`src/rtl/regfile_access_sequencer_pkg.sv`:
```
// Shared encodings for the file-register access sequencer: op codes, FSM states,
// STATUS bit positions and the INDF file address.
package regfile_access_sequencer_pkg;

  localparam int unsigned F_W    = 7;
  localparam int unsigned ADDR_W = 9;
  localparam int unsigned DATA_W = 8;
  localparam int unsigned CNT_W  = 3;

  localparam int unsigned STATUS_IRP = 7;
  localparam int unsigned STATUS_RP1 = 6;
  localparam int unsigned STATUS_RP0 = 5;

  localparam logic [F_W-1:0] INDF_F = 7'h00;

  typedef enum logic [1:0] {
    OP_READ  = 2'b00,
    OP_WRITE = 2'b01,
    OP_RMW   = 2'b10,
    OP_NOP   = 2'b11
  } op_e;

  typedef enum logic [2:0] {
    ST_IDLE  = 3'd0,
    ST_READ  = 3'd1,
    ST_WAIT  = 3'd2,
    ST_EXEC  = 3'd3,
    ST_WRITE = 3'd4,
    ST_DONE  = 3'd5
  } state_e;

endpackage

```
`src/rtl/regfile_addr_gen.sv`:
```
// Combinational file-register address resolution: banked direct address or
// IRP:FSR indirect address, plus the INDF-through-FSR-to-INDF flag.
module regfile_addr_gen
  import regfile_access_sequencer_pkg::*;
(
  input  logic [F_W-1:0]    i_f,
  input  logic              i_irp,
  input  logic [1:0]        i_rp,
  input  logic [DATA_W-1:0] i_fsr,
  output logic [ADDR_W-1:0] o_addr_c,
  output logic              o_indf_self_c
);

  logic w_indirect;

  assign w_indirect    = (i_f == INDF_F);
  assign o_addr_c      = w_indirect ? {i_irp, i_fsr} : {i_rp, i_f};
  // FSR pointing back at INDF in either bank is a self-reference
  assign o_indf_self_c = w_indirect && (i_fsr[F_W-1:0] == INDF_F);

endmodule

```
`src/rtl/regfile_access_sequencer.sv`:
```
// Initiator for the file-register bus: resolves the f field, issues read/write
// strobes to the responder, waits out read latency and trades data with the ALU.
module regfile_access_sequencer
  import regfile_access_sequencer_pkg::*;
#(
  parameter int unsigned RD_LATENCY = 2
) (
  input  logic              clk,
  input  logic              rst,
  input  logic              req_valid,
  output logic              req_ready,
  input  logic [F_W-1:0]    req_f,
  input  logic [1:0]        req_op,
  input  logic [DATA_W-1:0] req_wdata,
  input  logic [DATA_W-1:0] status_val,
  input  logic [DATA_W-1:0] fsr_val,
  output logic [ADDR_W-1:0] rf_addr,
  output logic              rf_rd_en,
  output logic              rf_wr_en,
  output logic [DATA_W-1:0] rf_wdata,
  input  logic [DATA_W-1:0] rf_rdata,
  output logic [DATA_W-1:0] alu_operand,
  output logic              alu_operand_valid,
  input  logic [DATA_W-1:0] alu_result,
  input  logic              alu_result_valid,
  output logic              resp_valid,
  output logic [DATA_W-1:0] resp_data
);

  state_e             r_state;
  state_e             w_state_nxt;
  op_e                r_op;
  logic               r_self;
  logic [CNT_W-1:0]   r_cnt;
  logic [ADDR_W-1:0]  w_addr;
  logic               w_self;
  logic               w_accept;
  logic               w_capture;
  logic               w_load_result;
  logic               w_unused_status;

  assign w_unused_status = &{1'b0, status_val[STATUS_RP0-1:0]};

  regfile_addr_gen u_addr_gen (
    .i_f           (req_f),
    .i_irp         (status_val[STATUS_IRP]),
    .i_rp          (status_val[STATUS_RP1:STATUS_RP0]),
    .i_fsr         (fsr_val),
    .o_addr_c      (w_addr),
    .o_indf_self_c (w_self)
  );

  // State register
  always_ff @(posedge clk) begin
    if (rst) r_state <= ST_IDLE;
    else     r_state <= w_state_nxt;
  end

  // Next state and state-decoded strobes; every strobe is masked during reset
  always_comb begin
    w_state_nxt       = r_state;
    req_ready         = 1'b0;
    rf_rd_en          = 1'b0;
    rf_wr_en          = 1'b0;
    alu_operand_valid = 1'b0;
    resp_valid        = 1'b0;
    w_accept          = 1'b0;
    w_capture         = 1'b0;
    w_load_result     = 1'b0;
    case (r_state)
      ST_IDLE: begin
        req_ready = !rst;
        if (req_valid && !rst) begin
          w_accept = 1'b1;
          case (op_e'(req_op))
            OP_READ, OP_RMW: w_state_nxt = ST_READ;
            OP_WRITE:        w_state_nxt = ST_WRITE;
            default:         w_state_nxt = ST_DONE;
          endcase
        end
      end
      ST_READ: begin
        rf_rd_en    = !rst && !r_self;
        w_state_nxt = ST_WAIT;
      end
      ST_WAIT: begin
        if (r_cnt == '0) begin
          w_capture   = 1'b1;
          w_state_nxt = (r_op == OP_RMW) ? ST_EXEC : ST_DONE;
        end
      end
      ST_EXEC: begin
        alu_operand_valid = !rst;
        if (alu_result_valid) begin
          w_load_result = 1'b1;
          w_state_nxt   = ST_WRITE;
        end
      end
      ST_WRITE: begin
        rf_wr_en    = !rst && !r_self;
        w_state_nxt = ST_DONE;
      end
      ST_DONE: begin
        resp_valid  = !rst;
        w_state_nxt = ST_IDLE;
      end
      default: w_state_nxt = ST_IDLE;
    endcase
  end

  // Transaction datapath: address/data captured at acceptance, read value at end of WAIT
  always_ff @(posedge clk) begin
    if (rst) begin
      rf_addr     <= '0;
      rf_wdata    <= '0;
      alu_operand <= '0;
      resp_data   <= '0;
      r_op        <= OP_NOP;
      r_self      <= 1'b0;
      r_cnt       <= '0;
    end else begin
      if (w_accept) begin
        rf_addr   <= w_addr;
        r_self    <= w_self;
        r_op      <= op_e'(req_op);
        resp_data <= '0;
        if (op_e'(req_op) == OP_WRITE) rf_wdata <= req_wdata;
      end
      if (r_state == ST_READ)                      r_cnt <= CNT_W'(RD_LATENCY - 1);
      else if (r_state == ST_WAIT && r_cnt != '0)  r_cnt <= r_cnt - CNT_W'(1);
      if (w_capture) begin
        alu_operand <= r_self ? '0 : rf_rdata;
        resp_data   <= r_self ? '0 : rf_rdata;
      end
      if (w_load_result) rf_wdata <= alu_result;
    end
  end

endmodule
```
`config.mk`:
```
export PLATFORM = sky130hd
export DESIGN_NAME = regfile_access_sequencer
export DESIGN_NICKNAME = d
export VERILOG_FILES = /design/src/rtl/regfile_access_sequencer_pkg.sv /design/src/rtl/regfile_addr_gen.sv /design/src/rtl/regfile_access_sequencer.sv
export SDC_FILE = /design/constraint.sdc
export NUM_CORES = 1
export LEC_CHECK = 0
export ABC_CLOCK_PERIOD_IN_PS = 4400
export BUFFER_PORTS_ARGS = -buffer_cell sky130_fd_sc_hd__buf_4
export CORE_MARGIN = 5
export CORE_UTILIZATION = 44
export DETAILED_ROUTE_END_ITERATION = 7
export GPL_ROUTABILITY_DRIVEN = 0
export PLACE_DENSITY = 0.77
export SLEW_MARGIN = 20
export SYNTH_ARGS = -nofsm -noshare
export SYNTH_HDL_FRONTEND = slang
export SYNTH_SLANG_ARGS = --single-unit
```
`constraint.sdc`:
```
create_clock -name clk -period 4.4 [get_ports clk]
set_clock_uncertainty 0.15 [all_clocks]
set_input_delay 0.66 -clock clk [delete_from_list [all_inputs] [get_ports clk]]
set_output_delay 0.66 -clock clk [all_outputs]
set_load 0.02 [all_outputs]
```
==> results_dict.tcl <==
set metrics [dict create \
    status "finished clean" \
    cts.path.max_buffers 2 \
    tightest_slew_ns 0.756 \
    placed_cell_area_sq_um 2500 \
    wire_per_inst_um 13.3 \
    yosysSeqAreaShare_pct 45.6 \
    yosysMostFrequentCell "nand2_1" \
    p_leak_nw 1.11 \
    rr_startpoint "r_state[1]$_SDFFE_PP0P_" \
    worstRegToRegCells 4 \
    clkSlewWorstSetupHoldPaths_ns 0.07 \
    synth_seq_cells 42 \
    diodes 0 \
    path_max_fanout 17 \
    wl_um 4630 \
    seqCellArea_sq_um 841 \
    cap_violations 0 \
    die_h_um 74.8 \
    startpoint "r_state[1]$_SDFFE_PP0P_" \
    powerDensity_nw_per_um2 576 \
    fillers 376 \
    viasPerCell 5.20 \
    maxSlewHeadroom_pct 49.4 \
    clk_latency_ns 0.29 \
    cts_resized 0 \
    grt_pass1_vias 1699 \
    timing.rr.end "rf_wdata[4]$_SDFFE_PP0P_" \
    start_util_pct 45.8 \
    netlist_instances 217 \
    tns_ns 0 \
    finalCritPeriodShare_pct 54.6 \
    async_reset_ff_share_pct 0 \
    synthTopCellsByArea "dfxtp_1 (46%), nand2_1 (8.7%), a21oi_1 (7.1%)" \
    tritoncts "built" \
    yosysTopAreaCell "dfxtp_1" \
    antenna_found_initial 0 \
    dp_cells 340 \
    ant_nets 0 \
    peakVddDrop_v 0.000253 \
    die_x_um 74.8 \
    io_buffers 85 \
    synth_edf_count 0 \
    synthToLayoutAreaGrowth_pct 43.1 \
    cp.arrival_ns 1.59 \
    cp-start-kind "register" \
    r2r_slack_ns 2.23 \
    power.total_mw 1.52 \
    grtUsageTotal_pct 16.8 \
    fmax_mhz 416 \
    hold_viol_final 0 \
    post_synth_num_cell_types 42 \
    cts_buffers 5 \
    grt_pass1_wl_um 7450 \
    multi_input_area_sq_um 941 \
    drc 0 \
    hp-class "register to register" \
    root_buffer "clkbuf_8" \
    period_minus_slack_ns 2.40 \
    cts_setup_buffers 0 \
    cts_htree_levels 2 \
    cp-endpoint "rf_rd_en" \
    core_area_sq_um 4030 \
    drt-pass1-iter-count 4 \
    ys_warn_count 0 \
    design_area_sq_um 2640 \
    dr.first_iter.drc_count 42 \
    synth_fp_nets 272 \
    ios 91 \
    cts_hold_buffers 0 \
    grt-ovfl-total 0 \
    path_class "register to output pin" \
    ys_top_cells_by_count "nand2_1 (43), dfxtp_1 (42), a21oi_1 (26)" \
    dr_total_vias 1809 \
    drive_above_1_share_pct 34.9 \
    syn_avg_cell_area_sq_um 8.50 \
    finalSetupViolCount 0 \
    fin_nets 352 \
    grt_max_degree 49 \
    cp.required_ns 3.59 \
    placementRows 23 \
    clkSinkCount 42 \
    slew_violations 0 \
    die_area_sq_um 5590 \
    netlist_area_sq_um 1850 \
    dp_hpwl_um 3430 \
    rsz0062_at_grt "false" \
    end_kind "output pin" \
    synthFlopType "dfxtp_1" \
    layout.cells.non_filler 348 \
    yosys.area.top_type_share_pct 45.6 \
]
## final cells by class
type / count / area share, %
flip-flops and latches: 42 / 31.8
multi-input cells: 159 / 35.6
clock inverters: 2 / 2.27
clock buffers: 6 / 3.13
well taps: 50 / 2.37
repair buffers: 85 / 24.2
inverters: 4 / 0.569
## state kept, by name (all words and copies together), names as in the netlist
| register | flops |
|---|---|
| r_op | 2 |
| r_self | 1 |
| rf_addr | 9 |
| r_cnt | 3 |
| rf_wdata | 8 |
| r_state | 3 |
| resp_data | 8 |
| alu_operand | 8 |
## placed cells by master (no fill, tap or decap), drive strengths merged, types with 2 or more instances in the layout
cell type and instances:
nand2 43, nor4 4, a311oi 8, nor2b 2
mux2i 2, a21oi 26, dfxtp 42, a31oi 2
nor3b 4, nor2 20, or3b 2, a2111oi 2
nand3b 11, buf 85, inv 4, ha 2
nor3 5, clkbuf 6, nor4b 2, bufinv 2
o21ai 10
## cells by family after synthesis
kind of cell    count (synthesis)  synth area share [%]
flops                          42                  45.6
compound gates                 54                  18.8
simple gates                  100                  29.3
mux                             2                  1.08
xor+xnor                        1                 0.475
fa+ha+maj                       2                  1.36
buf+inv                        16                  3.46
## worst min-delay path by stage
stage	slack (ns)	end	cells past startpoint	from
5_1_grt	0.33	resp_data[5]$_SDFFE_PP0P_	2	resp_data[5]$_SDFFE_PP0P_
4_1_cts	0.31	alu_operand[5]$_SDFFE_PP0P_	2	alu_operand[5]$_SDFFE_PP0P_
2_1_floorplan	0.29	r_cnt[0]$_SDFFE_PP0P_	1	r_cnt[0]$_SDFFE_PP0P_
3_5_place_dp	0.30	alu_operand[5]$_SDFFE_PP0P_	2	alu_operand[5]$_SDFFE_PP0P_
6_report	0.31	resp_data[1]$_SDFFE_PP0P_	2	resp_data[1]$_SDFFE_PP0P_
3_3_place_gp	0.29	resp_data[6]$_SDFFE_PP0P_	2	resp_data[6]$_SDFFE_PP0P_
## worst max-delay path, stage by stage, from the launching register on
cell	delay [ns]
dfxtp_1	0.62
nor2_1	0.13
and2_1	0.23
nor3b_1	0.15
buf_4	0.18
## per-layer routing
layer / vias to the layer above / track usage [%] / part of all wire (%)
met1: 802 / 19.6 / 42
met3: 5 / 5.87 / 11
met5: - / 0 / 0
met2: 67 / 29.1 / 46
met4: 0 / 5.34 / 0.95
li1: 935 / - / -
## report_power, final
group          leakage [nW]  internal, mW  switching [mW]
combinational         0.696         0.260           0.333
clock                0.0714         0.242           0.130
sequential            0.342         0.470          0.0848
## metrics by stage
step / utilization (%) / worst slack [ns] / hold WS [ns]
final: 65.5 / 2.00 / 0.305
after global routing: 65.5 / 1.85 / 0.326
after CTS: 65.5 / 1.98 / 0.308
after detailed placement: 62.0 / 1.97 / 0.297
after global placement: 62.0 / 2.00 / 0.295
after floorplan: - / 1.80 / 0.293
(Power assumes the default switching activity.)
